<file path="config.mk">
export PLATFORM = sky130hd
export DESIGN_NAME = argmax_dual_serial
export DESIGN_NICKNAME = d
export VERILOG_FILES = /design/src/rtl/argmax_dual_serial.sv
export SDC_FILE = /design/constraint.sdc
export NUM_CORES = 1
export LEC_CHECK = 0
export BUFFER_PORTS_ARGS = -buffer_cell sky130_fd_sc_hd__buf_4
export CAP_MARGIN = 5
export CORE_MARGIN = 3
export CORE_UTILIZATION = 57
export CTS_CLUSTER_SIZE = 14
export DETAILED_ROUTE_END_ITERATION = 8
export HOLD_SLACK_MARGIN = 0.12
export PLACE_DENSITY = 0.78
export SYNTH_ARGS = -nofsm -noshare
export SYNTH_HDL_FRONTEND = slang
export SYNTH_SLANG_ARGS = --single-unit
</file>
<file path="constraint.sdc">
create_clock -name clk -period 6.2 [get_ports clk]
set_input_delay 0.93 -clock clk [delete_from_list [all_inputs] [get_ports clk]]
set_output_delay 0.93 -clock clk [all_outputs]
set_load 0.1 [all_outputs]
</file>
<file path="src/rtl/argmax_dual_serial.sv">
// Two-channel-per-clock signed argmax over a packed channel vector.
// One-deep pending slot absorbs a vector arriving mid-scan; a second one is dropped and flagged.
module argmax_dual_serial #(
    parameter int DATA_WIDTH  = 8,
    parameter int OUT_CHANNEL = 17
) (
    input  logic                              clk,
    input  logic                              rst_n,
    input  logic [DATA_WIDTH*OUT_CHANNEL-1:0] i_data,
    input  logic                              i_valid,
    output logic [$clog2(OUT_CHANNEL)-1:0]    o_idx,
    output logic [DATA_WIDTH-1:0]             o_max,
    output logic                              o_valid,
    output logic                              o_busy,
    output logic                              o_overflow
);

    localparam int STEPS  = (OUT_CHANNEL + 1) / 2;
    localparam int IDX_W  = $clog2(OUT_CHANNEL);
    localparam int STEP_W = (STEPS > 1) ? $clog2(STEPS) : 1;
    localparam int VEC_W  = DATA_WIDTH * OUT_CHANNEL;
    localparam int PAD_W  = DATA_WIDTH * 2 * STEPS;
    localparam logic [STEP_W-1:0] LAST_STEP = STEP_W'(STEPS - 1);
    localparam logic              ODD_TAIL  = 1'((OUT_CHANNEL % 2) == 1);

    typedef enum logic [0:0] {
        ST_IDLE = 1'b0,
        ST_SCAN = 1'b1
    } state_t;

    state_t                  state_r, state_nx_s;
    logic [STEP_W-1:0]       step_r, step_nx_s;
    logic [VEC_W-1:0]        work_r, work_nx_s;
    logic [VEC_W-1:0]        pend_data_r, pend_data_nx_s;
    logic                    pend_r, pend_nx_s;
    logic                    ovf_r, ovf_nx_s;
    logic signed [DATA_WIDTH-1:0] best_val_r, best_val_nx_s;
    logic [IDX_W-1:0]        best_idx_r, best_idx_nx_s;
    logic                    valid_r, valid_nx_s;
    logic [IDX_W-1:0]        o_idx_r, o_idx_nx_s;
    logic [DATA_WIDTH-1:0]   o_max_r, o_max_nx_s;

    logic [PAD_W-1:0]              work_pad_s;
    logic signed [DATA_WIDTH-1:0]  ch_s [2*STEPS];
    logic signed [DATA_WIDTH-1:0]  ch_a_s, ch_b_s;
    logic                          b_live_s;
    logic signed [DATA_WIDTH-1:0]  pair_val_s, cand_val_s;
    logic [IDX_W-1:0]              pair_idx_s, cand_idx_s;
    logic                          last_s;

    // Split the work vector into channels, padding to a whole number of pairs.
    always_comb begin
        work_pad_s = {PAD_W{1'b0}};
        work_pad_s[VEC_W-1:0] = work_r;
        for (int c = 0; c < 2*STEPS; c++) begin
            ch_s[c] = work_pad_s[c*DATA_WIDTH +: DATA_WIDTH];
        end
    end

    // Pair winner for this step, then merge with the running best (lower index wins ties).
    always_comb begin
        ch_a_s   = ch_s[{step_r, 1'b0}];
        ch_b_s   = ch_s[{step_r, 1'b1}];
        last_s   = (step_r == LAST_STEP);
        b_live_s = !(ODD_TAIL && last_s);
        if (b_live_s && (ch_b_s > ch_a_s)) begin
            pair_val_s = ch_b_s;
            pair_idx_s = IDX_W'({step_r, 1'b1});
        end else begin
            pair_val_s = ch_a_s;
            pair_idx_s = IDX_W'({step_r, 1'b0});
        end
        if ((step_r == {STEP_W{1'b0}}) || (pair_val_s > best_val_r)) begin
            cand_val_s = pair_val_s;
            cand_idx_s = pair_idx_s;
        end else begin
            cand_val_s = best_val_r;
            cand_idx_s = best_idx_r;
        end
    end

    // Next-state and register-update logic for the scan controller.
    always_comb begin
        state_nx_s     = state_r;
        step_nx_s      = step_r;
        work_nx_s      = work_r;
        pend_data_nx_s = pend_data_r;
        pend_nx_s      = pend_r;
        ovf_nx_s       = ovf_r;
        best_val_nx_s  = best_val_r;
        best_idx_nx_s  = best_idx_r;
        valid_nx_s     = 1'b0;
        o_idx_nx_s     = o_idx_r;
        o_max_nx_s     = o_max_r;
        case (state_r)
            ST_IDLE: begin
                if (i_valid) begin
                    work_nx_s  = i_data;
                    step_nx_s  = {STEP_W{1'b0}};
                    state_nx_s = ST_SCAN;
                end else begin
                    state_nx_s = ST_IDLE;
                end
            end
            ST_SCAN: begin
                best_val_nx_s = cand_val_s;
                best_idx_nx_s = cand_idx_s;
                if (last_s) begin
                    valid_nx_s = 1'b1;
                    o_idx_nx_s = cand_idx_s;
                    o_max_nx_s = cand_val_s;
                    step_nx_s  = {STEP_W{1'b0}};
                    if (pend_r) begin
                        work_nx_s = pend_data_r;
                        if (i_valid) begin
                            pend_data_nx_s = i_data;
                        end else begin
                            pend_nx_s = 1'b0;
                        end
                    end else if (i_valid) begin
                        work_nx_s = i_data;
                    end else begin
                        state_nx_s = ST_IDLE;
                    end
                end else begin
                    step_nx_s = step_r + STEP_W'(1);
                    if (i_valid && !pend_r) begin
                        pend_data_nx_s = i_data;
                        pend_nx_s      = 1'b1;
                    end else if (i_valid) begin
                        ovf_nx_s = 1'b1;
                    end else begin
                        pend_nx_s = pend_r;
                    end
                end
            end
            default: begin
                state_nx_s = ST_IDLE;
            end
        endcase
    end

    // State and datapath registers; asynchronous reset discards any scan in flight.
    always_ff @(posedge clk or negedge rst_n) begin
        if (!rst_n) begin
            state_r     <= ST_IDLE;
            step_r      <= {STEP_W{1'b0}};
            work_r      <= {VEC_W{1'b0}};
            pend_data_r <= {VEC_W{1'b0}};
            pend_r      <= 1'b0;
            ovf_r       <= 1'b0;
            best_val_r  <= {DATA_WIDTH{1'b0}};
            best_idx_r  <= {IDX_W{1'b0}};
            valid_r     <= 1'b0;
            o_idx_r     <= {IDX_W{1'b0}};
            o_max_r     <= {DATA_WIDTH{1'b0}};
        end else begin
            state_r     <= state_nx_s;
            step_r      <= step_nx_s;
            work_r      <= work_nx_s;
            pend_data_r <= pend_data_nx_s;
            pend_r      <= pend_nx_s;
            ovf_r       <= ovf_nx_s;
            best_val_r  <= best_val_nx_s;
            best_idx_r  <= best_idx_nx_s;
            valid_r     <= valid_nx_s;
            o_idx_r     <= o_idx_nx_s;
            o_max_r     <= o_max_nx_s;
        end
    end

    assign o_idx      = o_idx_r;
    assign o_max      = o_max_r;
    assign o_valid    = valid_r;
    assign o_busy     = (state_r == ST_SCAN);
    assign o_overflow = ovf_r;

endmodule

</file>
* Yosys cells after proc, flatten, opt, wreduce, memory -nomap -nowiden *
Index checks and enable logic that the tools add are counted.

storage, ports and cells
  output and inout bits = 16
  logic and storage cells = 67
  flip-flop bits (word level) = 306
  input port bits = 139

cells by class
  muxes and demuxes = 30
  reductions and logical operators = 11
  equal/unequal tests = 5
  $lt $le $gt $ge = 4
  bitwise gates (word level) = 5
  add/subtract/negate cells = 1

operators by type and width
  operator                                        count
  2-to-1 mux 136 bit                              7
  case mux 136 bit (2 select lines)               1
  binary-select mux 8 bit (select 5 bit)          2
  2-to-1 mux 8 bit                                6
  > comparator 8 bit                              2
  >= comparator 6 bit (second input constant)     2
  NOT 5 -> 6 bit                                  2
  2-to-1 mux 1 bit                                9
  2-to-1 mux 4 bit                                2
  case mux 4 bit (2 select lines)                 1
  AND reduction 4 bit                             2
  != test 2 bit (second input constant)           3
  2-to-1 mux 5 bit                                1
  adder 4 x 1 -> 4 bit (second input constant)    1
  == test 4 bit (second input constant)           1
  logical NOT 4 bit                               1
  AND reduction 2 bit                             2
  NOT 1 bit                                       3
  logical AND 1 bit                               2
  logical NOT 1 bit                               2
  != test 2 x 1 -> 1 bit (second input constant)  1
  case mux 1 bit (2 select lines)                 1
  nonzero test 2 bit                              1
  logical OR 1 bit                                1

* Logic depth before layout (Yosys ltp) *
  depth after elaboration = 10
  gate-level depth with buffers = 21
  gate-level depth less buffers = 16

* Worst setup path before layout *
OpenSTA, ideal clock, no wires.

  kind = register to register
  from = register step_r[0]
  to = register best_val_r[2]
  arrival time = 4.511 ns
  buffers on the path = 5
  data required time = 6.075 ns
  library setup time = 0.125 ns
  stages on the path, launching flop included = 22
  period minus slack after synthesis = 4.636 ns
  setup slack = 1.564 ns
  cells stage by stage = dfrtp_1 -> buf_6 -> buf_4 -> mux4_2 -> nand2_1 -> a21oi_1 -> ha_1 -> nand4_1 -> o211ai_1 -> or4_1 -> buf_2 -> nand2_2 -> a21o_1 -> ha_1 -> nor2b_1 -> o21ai_0 -> a21oi_1 -> o22ai_1 -> or2_0 -> clkbuf_1 -> buf_4 -> mux2_2

between the ends
  longest elaborated chain between the ends = 10
  elaborated cells on any way between the ends = 17
  classes of those cells = order compare (2); eq/ne (1); mux (8); bitwise (2); reduce/logical (4)

RTL lines
  element                                                    line    source
  from (decl)                                                32      logic [STEP_W-1:0] step_r, step_nx_s;
  from (signal assigned)                                     147     step_r <= {STEP_W{1'b0}};
  from (signal assigned)                                     159     step_r <= step_nx_s;
  NOT 5 -> 6 bit (on tied branches)                          63, 62
  binary-select mux 8 bit (select 5 bit) (on tied branches)  63, 62
  2-to-1 mux 8 bit (on tied branches) (2 in a row)           63, 62
  > comparator 8 bit                                         66      if (b_live_s && (ch_b_s > ch_a_s)) begin
  logical AND 1 bit                                          66
  2-to-1 mux 8 bit                                           66
  > comparator 8 bit                                         73      if ((step_r == {STEP_W{1'b0}}) || (pair_val_s > best_val_r)) begin
  logical OR 1 bit                                           73
  2-to-1 mux 8 bit (*)                                       73
  to (signal assigned)                                       152     best_val_r <= {DATA_WIDTH{1'b0}};
  to (signal assigned)                                       164     best_val_r <= best_val_nx_s;
  to (decl)                                                  37      logic signed [DATA_WIDTH-1:0] best_val_r, best_val_nx_s;

Every way passes the cells marked *; elsewhere a longest branch is shown, timed or not. The select of a mux whose other input is x is not followed.
A chain may end at the register's enable or synchronous reset.

* Worst setup path after layout *
  from = register step_r[0]
  to = register best_val_r[7]

The elaborated chain is that of the path after synthesis.

==> qor.txt <==
Hold-fix buffers, CTS - 0
Drt first pass iters - 5
Setup violations, final - 0
Final hold vios - 0
Asr flop ratio synth - 100.0%
Grt ovf - 0
I/O pins - 155
Worst-path fanout max - 23
Max Clk Rate - 178.5 MHz
Final wirelength - 35.87 mm
Library cells used by synthesis - 48
Mapped Nets - 1342
Synthesized area per cell - 11.68 µm²
Worst skew pair latency - 0.57 ns
Clk buf depth - 3
Sequential area share after synthesis - 55.33%
Syn Inst Count - 1185
Peak supply drop - 888.6 µV
Leakage - 7.028 nW
# fillers - 1730
Initial DRC Count - 1064
Max-cap violations - 0
Via count - 10150
Initial Utilization - 58.43%
Actual slew at the worst max-slew pin - 1.071 ns
Setup Fix Bufs, Post-CTS - 0
Routed len/inst - 21.90 µm
Clock transition at the registers of the reported paths - 0.06 ns
CTS tree - yes
Ant. Diodes - 0
Worst Skew - 0.01026 ns
Gr usage total - 27.26%
Post_cts resized - 0
Core area - 23680 µm²
Status - complete, no violations
Die area - 26180 µm²
Overall die height - 161.8 µm
#FFs+latches synth - 306
Largest net degree at the start of global routing - 150
# port buffers - 154
Post-synth top area share - 55.33%
Gp weighted congestion - 0.8898
CP Class - register to register
Largest area contributor in the netlist - dfrtp_1
Setup tns final - 0 ns
Power per cell area - 731.3 nW/µm²
Critical path arrival - 6.05 ns
Layout cell share with drive strength beyond 1 - 31.84%
Tmin final - 5.603 ns
Data required, critical path - 6.65 ns
Top_reg_cell synth - dfrtp_1
Root Driver - clkbuf_16
Cell Area, Synth - 13840 µm²
Post-synth EDFFs - 0
First-pass GRT wire length - 56.71 mm
Post-route ant nets - 0
RSZ-0062 raised after global routing - false
Period utilisation layout - 90.37%
Vias in the first global route - 10320
Slew headroom - 28.62%
Pre-CTS WS - 0.6022 ns
Fin area - 16250 µm²
Initial antenna violation count - 0
Routed vias/inst - 6.196
Synth top area cells - dfrtp_1, mux2_2, o22ai_1, a21oi_1, mux4_2
Clock Sinks - 306
Area delta synth->final - 17.45%
Startpoint types - register
Count leader, synth - dfrtp_1
Synth cell count leaders - dfrtp_1, a21oi_1, nor2_1
# DRC - 0
HPWL after DPL - 23.93 mm
Placed cell areas - 15170 µm²
FP Rows - 56
Min setup slack post-route - 0.5971 ns
Nets@finish - 1451
Hold Crit Class - input port to async pin
Die width - 161.8 µm
Fin. max-slew vios - 0
Worst Setup End Kind - register
Synthesis Warnings - 0
CTS Buf Count - 31
H-tree depth - 1
[registers in the layout (all words and copies together), names as in the netlist]
name	flops
step_r	4
best_idx_r	5
o_max	8
best_val_r	8
o_valid	1
work_r	136
o_busy	1
pend_data_r	136
pend_r	1
o_idx	5
o_overflow	1
[worst paths after layout]
| kind | startpoint | to | slack, ns | depth (start not counted) |
|---|---|---|---|---|
| min | rst_n | o_max[6] | 0.45 | 1 |
| max in group asynchronous | rst_n | work_r[61] | 4.46 | 2 |
| min in group clk | o_idx[3] | o_idx[3] | 0.49 | 2 |
| max | step_r[0] | best_val_r[7] | 0.60 | 17 |
| max reg2reg | step_r[0] | best_val_r[7] | 0.60 | 17 |
| min reg2reg | o_idx[3] | o_idx[3] | 0.49 | 2 |
[cells in the final DEF, fill, tap and decap left out, types with 2 or more instances in the layout]
cell type	count
clkbuf_1	4
o21ai_0	17
clkbuf_8	9
nor2_1	146
clkinvlp_4	3
nand2b_1	3
nor3_1	4
a2bb2oi_2	7
nand3_1	10
a31oi_1	3
bufinv_16	3
and3_1	5
a221o_1	4
nor2b_1	2
mux2i_1	11
mux4_1	3
nand4_1	3
nand2_4	3
buf_12	2
o21ai_1	2
o211ai_1	2
buf_4	168
mux4_2	29
o21a_1	8
dfrtp_1	305
nand2_1	31
clkinv_2	7
a21oi_1	150
a21o_1	4
inv_1	16
ha_1	18
clkbuf_16	31
a22o_1	3
mux2_2	144
o22ai_1	138
[where the power goes]
group	internal (mW)	switching (mW)	total [mW]	leakage [nW]
Clock	1.15	0.793	1.95	0.531
Sequential	3.06	0.713	3.77	3.52
Combinational	2.74	3.42	6.17	2.98
Total	6.95	4.93	11.9	7.03
[logic make-up after synthesis]
logic type	share of synthesized area [%]
AO/OA/AOI/OAI	14.98
AND/OR/NAND/NOR	6.673
multiplexers	17.80
buffers and inverters	3.517
flip-flops	55.33
XOR/XNOR	0.06330
adder cells (fa/ha/maj)	1.628
[critical path, cell delays in order (launching register included)]
cell,delay [ns]
dfrtp_2,0.72
buf_12,0.28
mux4_2,0.52
mux2i_1,0.20
a2bb2oi_2,0.19
ha_1,0.31
nand4_1,0.20
o22ai_1,0.19
o311a_1,0.42
nor2_1,0.42
a21oi_1,0.19
ha_1,0.32
nand4_1,0.08
nor2_1,0.09
a221oi_1,0.08
o22ai_1,0.18
or2_0,0.67
mux2_2,0.41
[area by class of cell]
cell class | count | area [µm²] | area share, %
clock buffers | 44 | 914.6 | 5.627
clock inverters | 14 | 167.7 | 1.032
inverters | 16 | 60.06 | 0.3695
multi-input cells | 768 | 5737 | 35.30
flip-flops and latches | 306 | 7659 | 47.12
well taps | 319 | 399.1 | 2.456
repair buffers | 171 | 1316 | 8.099
[through the flow]
stage	power, mW	utilization [%]	hold WS [ns]	instances
detailed placement	9.881	64.06	0.4764	1580
CTS	11.87	68.63	0.4921	1638
global route	12.60	68.63	0.5140	1638
finish	11.89	68.63	0.4527	1638
floorplan	8.349	-	0.4604	1185
global placement	9.796	64.06	0.4657	1580
[metal layers]
metal | vias up | wire length [µm] | part of all wire [%] | GRT usage [%]
li1 | 4584 | - | - | -
met1 | 5177 | 15520 | 43 | 39.89
met2 | 335 | 17480 | 49 | 44.38
met3 | 53 | 2105 | 5.9 | 3.647
met4 | 0 | 764 | 2.1 | 5.933
met5 | - | 0 | 0 | 0
No activity file was read; power rests on OpenSTA's default activity.
